<file path="config.mk">
export PLATFORM = sky130hd
export DESIGN_NAME = cpu16_fetch
export DESIGN_NICKNAME = d
export VERILOG_FILES = /design/src/rtl/cpu16_fetch.sv
export SDC_FILE = /design/constraint.sdc
export NUM_CORES = 1
export LEC_CHECK = 0
export CELL_PAD_IN_SITES_DETAIL_PLACEMENT = 1
export CELL_PAD_IN_SITES_GLOBAL_PLACEMENT = 2
export CORE_AREA = 4 4 107 109
export CTS_CLUSTER_SIZE = 20
export DETAILED_ROUTE_END_ITERATION = 8
export DIE_AREA = 0 0 111 113
export PLACE_DENSITY = 0.7
export REMOVE_ABC_BUFFERS = 1
export SLEW_MARGIN = 40
export SYNTH_ARGS = -nofsm -noshare
export SYNTH_HDL_FRONTEND = slang
export SYNTH_SLANG_ARGS = --single-unit
</file>
<file path="constraint.sdc">
create_clock -name CLK -period 1.3 [get_ports CLK]
set_input_delay 0.26 -clock CLK [delete_from_list [all_inputs] [get_ports CLK]]
set_output_delay 0.26 -clock CLK [all_outputs]
set_load 0.03 [all_outputs]
</file>
<file path="src/rtl/cpu16_fetch.sv">
// Instruction fetch stage: holds the PC, reads IMEM over req/ack, hands IR to decode.
// Optional halt-on-opcode-F support is enabled by defining CPU16_FETCH_HALT_EN.
module cpu16_fetch #(
  parameter int              PC_W     = 16,
  parameter logic [PC_W-1:0] RESET_PC = '0,
  parameter int              PC_STEP  = 1
) (
  input  logic            CLK,
  input  logic            RST_N,
  output logic            IMEM_REQ,
  output logic [PC_W-1:0] IMEM_ADDR,
  input  logic            IMEM_ACK,
  input  logic [15:0]     IMEM_RDATA,
  output logic [15:0]     IR,
  output logic            IR_VALID,
  input  logic            IR_READY,
  input  logic            BR_TAKE,
  input  logic [PC_W-1:0] BR_TARGET,
  output logic [PC_W-1:0] PC_OUT
);

  localparam logic [PC_W-1:0] STEP = PC_W'(PC_STEP);

`ifdef CPU16_FETCH_HALT_EN
  typedef enum logic [1:0] {S_REQ, S_HOLD, S_HALT} state_t;
`else
  typedef enum logic [1:0] {S_REQ, S_HOLD} state_t;
`endif

  state_t          r_state;
  logic [PC_W-1:0] r_pc;
  logic [PC_W-1:0] r_pc_out;
  logic [15:0]     r_ir;
  logic            r_ir_valid;

  logic            w_req;
  logic            w_ack;
  logic            w_accept;

  // NOTE: the request is masked while RST_N is low so a reset cycle never
  // advertises a fetch, and a late ACK for an abandoned request is ignored.
  assign w_req    = RST_N && (r_state == S_REQ);
  assign w_ack    = IMEM_ACK && w_req;
  assign w_accept = r_ir_valid && IR_READY;

  // NOTE: all state below uses non-blocking assignments so every register
  // samples the pre-edge values of its peers, independent of statement order.
  always_ff @(posedge CLK) begin
    if (!RST_N) begin
      r_state    <= S_REQ;
      r_pc       <= RESET_PC;
      r_pc_out   <= RESET_PC;
      r_ir       <= 16'h0000;
      r_ir_valid <= 1'b0;
    end else if (BR_TAKE) begin
      // A redirect drops any same-cycle ACK or handshake.
      r_pc       <= BR_TARGET;
      r_ir_valid <= 1'b0;
      r_state    <= S_REQ;
    end else begin
      case (r_state)
        S_REQ: begin
          if (w_ack) begin
            r_ir       <= IMEM_RDATA;
            r_ir_valid <= 1'b1;
            r_pc_out   <= r_pc;
            r_pc       <= r_pc + STEP;
            r_state    <= S_HOLD;
          end
        end
        S_HOLD: begin
          if (w_accept) begin
            r_ir_valid <= 1'b0;
`ifdef CPU16_FETCH_HALT_EN
            r_state    <= (r_ir[15:12] == 4'hF) ? S_HALT : S_REQ;
`else
            r_state    <= S_REQ;
`endif
          end
        end
`ifdef CPU16_FETCH_HALT_EN
        S_HALT: begin
          r_ir_valid <= 1'b0;
        end
`endif
        default: begin
          r_state    <= S_REQ;
          r_ir_valid <= 1'b0;
        end
      endcase
    end
  end

  assign IMEM_REQ  = w_req;
  assign IMEM_ADDR = r_pc;
  assign IR        = r_ir;
  assign IR_VALID  = r_ir_valid;
  assign PC_OUT    = r_pc_out;

endmodule

</file>
Word-level counts from Yosys, hierarchy flattened
Cells that the tools add are included.
{"block": "totals", "regBits": 51, "input_bits": 37, "out_inout_bits": 50, "elab_cells": 30}
{"block": "classes", "add_sub_neg": 1, "n_eq_ne": 3, "muxes": 9, "bitwise": 2, "n_reduce_logical": 10}
{"operator": "$mux 16", "n": 3}
{"operator": "$add 16x1->16 const B", "n": 1}
{"operator": "$mux 2", "n": 2}
{"operator": "$ne 2x2->1 const B", "n": 2}
{"operator": "$pmux 2 s2", "n": 1}
{"operator": "$reduce_and 2->1", "n": 2}
{"operator": "$reduce_bool 2->1", "n": 2}
{"operator": "$logic_and 1x1->1", "n": 3}
{"operator": "$reduce_and 3->1", "n": 1}
{"operator": "$eq 2x1->1 const B", "n": 1}
{"operator": "$logic_not 2->1", "n": 1}
{"operator": "$mux 1", "n": 2}
{"operator": "$not 1->1", "n": 2}
{"operator": "$pmux 1 s2", "n": 1}
{"operator": "$reduce_or 2->1", "n": 1}

Logic depth before layout (Yosys ltp)
{"block": "depth", "word_depth": 6, "mapped_depth": 5, "ltp_nobuf": 5}

Least setup slack after synthesis
No wires, ideal clock.
{"block": "synth_path", "path_kind": "register to register", "startpoint": "register r_state[0]", "endpoint": "register r_pc_out[4], in the netlist PC_OUT[4]", "t_arrival_ns": 1.553, "required_time_ns": 1.177, "setup_slack_ns": -0.376, "path_stages_with_launch": 6, "n_path_buf": 1, "period_less_slack_ns": 1.676, "cell_sequence": "dfxtp_1 > nor2b_1 > nand3_1 > clkbuf_1 > nand2_1 > a21boi_0"}
{"block": "synth_via", "elab_chain_len": 4}
{"item": "start: declaration", "line": "30", "source": "state_t r_state;"}
{"item": "start signal: assignment", "line": "50", "source": "r_state <= S_REQ;"}
{"item": "start signal: assignment", "line": "59", "source": "r_state <= S_REQ;"}
{"item": "start signal: assignment", "line": "68", "source": "r_state <= S_HOLD;"}
{"item": "$logic_not 2->1", "line": "42", "source": "assign w_req = RST_N && (r_state == S_REQ);"}
{"item": "$logic_and 1x1->1", "line": "42"}
{"item": "named net IMEM_REQ", "line": "10", "source": "output logic IMEM_REQ,"}
{"item": "$logic_and 1x1->1", "line": "43", "source": "assign w_ack = IMEM_ACK && w_req;"}
{"item": "$reduce_and 3->1 (no source line)"}
{"item": "end signal: assignment", "line": "66", "source": "r_pc_out <= r_pc;"}
{"item": "end: declaration", "line": "32", "source": "logic [PC_W-1:0] r_pc_out;"}
The timed path passes the listed nets, and every way through them passes these cells.
A chain may end at the register's enable or synchronous reset.

Worst setup path after layout
{"block": "layout_path", "startpoint": "register r_pc[6], in the netlist IMEM_ADDR[6]", "endpoint": "register r_pc[13], in the netlist IMEM_ADDR[13]"}
{"block": "layout_via", "elab_chain_len": 4}
{"item": "start: declaration", "line": "31", "source": "logic [PC_W-1:0] r_pc;"}
{"item": "start signal: assignment", "line": "67", "source": "r_pc <= r_pc + STEP;"}
{"item": "$add 16x1->16", "line": "67"}
{"item": "$mux 16", "line": "63", "source": "if (w_ack) begin"}
{"item": "$mux 16", "line": "61", "source": "case (r_state)"}
{"item": "$mux 16", "line": "55", "source": "end else if (BR_TAKE) begin"}
Every way passes these cells. The select of a mux whose other input is x is not followed.

==> results.rst <==
.. list-table::
   :header-rows: 1

   * - Metric
     - Value
   * - Violations in the final reports
     - negative setup slack
   * - Mean area per synthesized cell
     - approximately 8.5 sq um
   * - Count of final hold-check violations
     - 0
   * - Via-to-Cell Ratio
     - about 4.2
   * - Total of max-cap violations
     - 0
   * - Quantity of I/O buffers inserted on ports
     - 86
   * - Largest delay contributor family on the critical path
     - simple AND/OR/NAND/NOR gates
   * - Combinational family with the most area after synthesis
     - simple AND/OR/NAND/NOR gates
   * - Post-Place Cells
     - between 500 and 600
   * - Die H
     - 113 microns
   * - Number of antenna violations at the first check in global routing
     - 0
   * - Clock insertion delay at the later pin of the skew report
     - about 0.30 ns
   * - Instance count on the critical path
     - 5
   * - Max Root-Sink Buffers
     - 2
   * - Power, Total
     - between 3 and 4 mW
   * - Worst slew slack as a fraction of its limit
     - about four fifths
   * - DR DRC count
     - 0
   * - Required arrival time at the worst endpoint
     - between 1.5 and 2 ns
   * - Worst Slack Setup Final
     - -0.03671 ns
   * - Smallest hold slack
     - 0.4004 ns
   * - Final Instance Count excl. Fillers
     - 515
   * - Commonest non-fill, non-tap cell in the layout
     - sky130_fd_sc_hd__nand2_1
   * - Crit path time final
     - approximately 1.3 ns
   * - Power density cells
     - between 800 and 900 nW/um^2
   * - Number of max-slew violations in the final report
     - 0
   * - CORE AREA
     - between 10,000 and 15,000 sq um
   * - Maximum vdd drop
     - 0.0003618 V
   * - Wire length per cell after detailed routing
     - around 14 microns
   * - Clock Root Buffer
     - sky130_fd_sc_hd__clkbuf_8
   * - Clock Skew
     - 0.007256 ns
   * - Number of standard cells after synthesis
     - between 200 and 300
   * - Filler Cells Inserted
     - roughly 1,300
   * - Total number of clock tree sinks
     - between 40 and 50
   * - Via count of the first global-routing pass
     - ~2,300
   * - Final core utilization
     - between 30% and 40%
   * - Proportion of layout cells with a drive suffix above 1
     - between 30% and 40%
   * - Worst Hold Path Cells
     - 3
   * - Die footprint
     - around 13,000 sq um
   * - Final #Nets
     - between 400 and 500
   * - TritonCTS buffer count
     - 5
   * - Seq cells post-synth
     - between 40 and 50
   * - X dimension of the die
     - roughly 110 microns
   * - Share of synthesized area occupied by flip-flops and latches
     - a little under half
   * - Delay of the slowest cell on the worst path
     - 0.36 ns
   * - Buffers plus inverters on the worst setup path
     - 1
   * - Violation count after the first detailed-route iteration
     - 64
   * - Starting utilization of the core area
     - approximately a fifth
   * - Adder-cell share of the synthesized area
     - less than 1%
   * - Maximum number of pins on one net before global-route repair
     - 32
   * - Htree depth
     - 2
   * - Cells taking the most area after synthesis
     - sky130_fd_sc_hd__dfxtp_1 46%, sky130_fd_sc_hd__nand2_1 12%, sky130_fd_sc_hd__a21boi_0 9.4%
   * - Share of synthesized cell area in and, or, nand and nor gates
     - roughly a quarter
   * - Routed vias
     - ~2,200
   * - Post-synthesis xor/xnor area fraction
     - 4.469%
   * - Leakage power
     - between 1 and 1.5 nW
   * - Worst-path fanout max
     - 5
   * - Most frequent cells in the layout
     - 69 x sky130_fd_sc_hd__nand2_1, 48 x sky130_fd_sc_hd__buf_4, 39 x sky130_fd_sc_hd__dfxtp_1
   * - Cell count of the worst reg-to-reg path
     - 5
   * - Category of the most critical setup path
     - reg2reg
   * - Area growth from synthesis to layout
     - 69.18%
   * - Post-Synthesis Cell Area
     - between 2000 and 2500 sq um
   * - Routed Wire Length
     - around 7300 microns
   * - Area fraction in compound gates after synthesis
     - between 10% and 20%
   * - Setup TNS Final
     - -0.1016 ns
   * - Clock transition time at the flip-flop clock pins of the worst setup and hold paths
     - around 0.09 ns
   * - Half-perimeter wire length after placement
     - 5302 microns
   * - Count of inserted antenna diode cells
     - 0
   * - CP Cell Sequence
     - nand4_4, buf_6, nor4_4, nor3_1, a211oi_2
   * - Transition time at the pin with the least slew margin
     - 0.3122 ns
   * - Top cell type by total area after synthesis
     - sky130_fd_sc_hd__dfxtp_1
   * - Antenna viol nets, final
     - 0
   * - Total global routing track utilization
     - 11.41%
   * - Global-route wire length before repair
     - approximately 12,000 microns
   * - Gr ovfl total
     - 0
   * - Worst Setup End Kind
     - register
   * - Io pins
     - 87
   * - Launching element type of the critical path
     - register
   * - Maximum operating frequency
     - 748.1 MHz
   * - Distinct cell type count after synthesis
     - 33
   * - Worst min path class
     - in2reg
   * - Outcome
     - complete, but fails checks
   * - RSZ-0062 raised after global routing
     - true
   * - Gp weighted congestion
     - approximately 0.72
   * - Synth warn
     - 0
   * - Multiplexer share of the synthesized area
     - 0.4643%
   * - Router iterations before antenna repair
     - 4
   * - Final clock period utilization by the worst path
     - 102.8%
   * - CTS tree
     - built
   * - Critical path arrival
     - roughly 1.6 ns
   * - Site row count
     - 38
   * - Critical Path Slowest Stage Cell
     - sky130_fd_sc_hd__dfxtp_2
   * - Hold-fix buffers at CTS
     - 0
   * - Count of endpoints failing setup in the final report
     - 5
   * - Area share of the largest cell type after synthesis
     - a little under half
-- synth_stat cells --
master and number:
sky130_fd_sc_hd__a211oi_1 2, sky130_fd_sc_hd__a21boi_0 27, sky130_fd_sc_hd__a21boi_1 5, sky130_fd_sc_hd__a21o_1 1
sky130_fd_sc_hd__a21oi_1 10, sky130_fd_sc_hd__a31oi_1 2, sky130_fd_sc_hd__and2_1 1, sky130_fd_sc_hd__buf_2 4
sky130_fd_sc_hd__buf_6 1, sky130_fd_sc_hd__clkbuf_1 11, sky130_fd_sc_hd__dfxtp_1 49, sky130_fd_sc_hd__ha_1 1
sky130_fd_sc_hd__inv_1 6, sky130_fd_sc_hd__mux2i_1 1, sky130_fd_sc_hd__nand2_1 70, sky130_fd_sc_hd__nand3_1 6
sky130_fd_sc_hd__nand3b_2 1, sky130_fd_sc_hd__nand4_1 3, sky130_fd_sc_hd__nand4_4 1, sky130_fd_sc_hd__nand4b_2 1
sky130_fd_sc_hd__nor2_1 2, sky130_fd_sc_hd__nor2_2 1, sky130_fd_sc_hd__nor2b_1 3, sky130_fd_sc_hd__nor3_1 4
sky130_fd_sc_hd__nor3_2 1, sky130_fd_sc_hd__nor4_1 1, sky130_fd_sc_hd__nor4_2 7, sky130_fd_sc_hd__o2111a_1 1
sky130_fd_sc_hd__o211a_1 1, sky130_fd_sc_hd__o21ai_0 16, sky130_fd_sc_hd__or3_1 2, sky130_fd_sc_hd__xnor2_1 9
sky130_fd_sc_hd__xor2_1 2
-- per-layer routing --
layer	part of all wire (%)	track usage (%)
met2	51	20.35
met1	44	14.16
met4	0.77	1.970
met3	5.0	2.834
met5	0	0
-- kinds of logic (layout without fill, tap and decap cells) --
logic type	Yosys count	count (layout)
AOI/OAI and AO/OA	65	65
xor gates and xnor gates	11	11
adders and majority gates	1	1
buffers and inverters	22	144
DFF	49	49
muxes	1	1
and+or+nand+nor	104	104
-- report_power, final --
group	internal [mW]	switching, mW	total, mW	leakage, nW
registers	1.57	0.0510	1.62	0.404
logic	0.354	0.371	0.726	1.04
clock network	0.424	0.508	0.932	0.0443
-- final timing paths --
kind                                   start       endpoint  slack, ns
worst max-delay path            IMEM_ADDR[6]  IMEM_ADDR[13]      -0.04
worst min-delay path                   RST_N     r_state[0]       0.40
worst max register to register  IMEM_ADDR[6]  IMEM_ADDR[13]      -0.04
worst min register to register    PC_OUT[10]     PC_OUT[10]       0.46
-- flip-flops by register name, indices dropped and copies added, names as in the netlist --
register / cells
PC_OUT: 16
r_state: 1
IMEM_ADDR: 16
IR: 16
-- what timing repair did --
| action | 4_1_cts | 5_1_grt |
|---|---|---|
| resized for setup | 89 | 43 |
| endpoints found under the setup margin | 78 | 55 |
| pin swaps | 6 | 6 |
| buffers inserted | 2 | 5 |
-- per-stage QoR --
stage	cell area, sq um	worst slack, ns
finish	3647	-0.03671
global route	3647	-0.1330
CTS	3646	-0.04663
detailed placement	3402	-0.5859
global placement	3402	-0.5294
floorplan	2083	-0.7605
-- area by class of cell --
class	instances	area, sq um	share of cell area [%]
Multi-Input combinational cell	182	1230	33.72
Timing Repair Buffer	131	1135	31.11
Sequential cell	49	996.0	27.31
Tap cell	140	175.2	4.803
Clock buffer	7	86.33	2.367
Inverter	6	25.02	0.6861
-- tightest hold or removal path: cells and delay by family --
| family | cells | cell delay [ns] |
|---|---|---|
| AO/OA/AOI/OAI | 1 | 0.11 |
| buffers and inverters | 2 | 0.30 |
No activity file was read; power rests on OpenSTA's default activity.
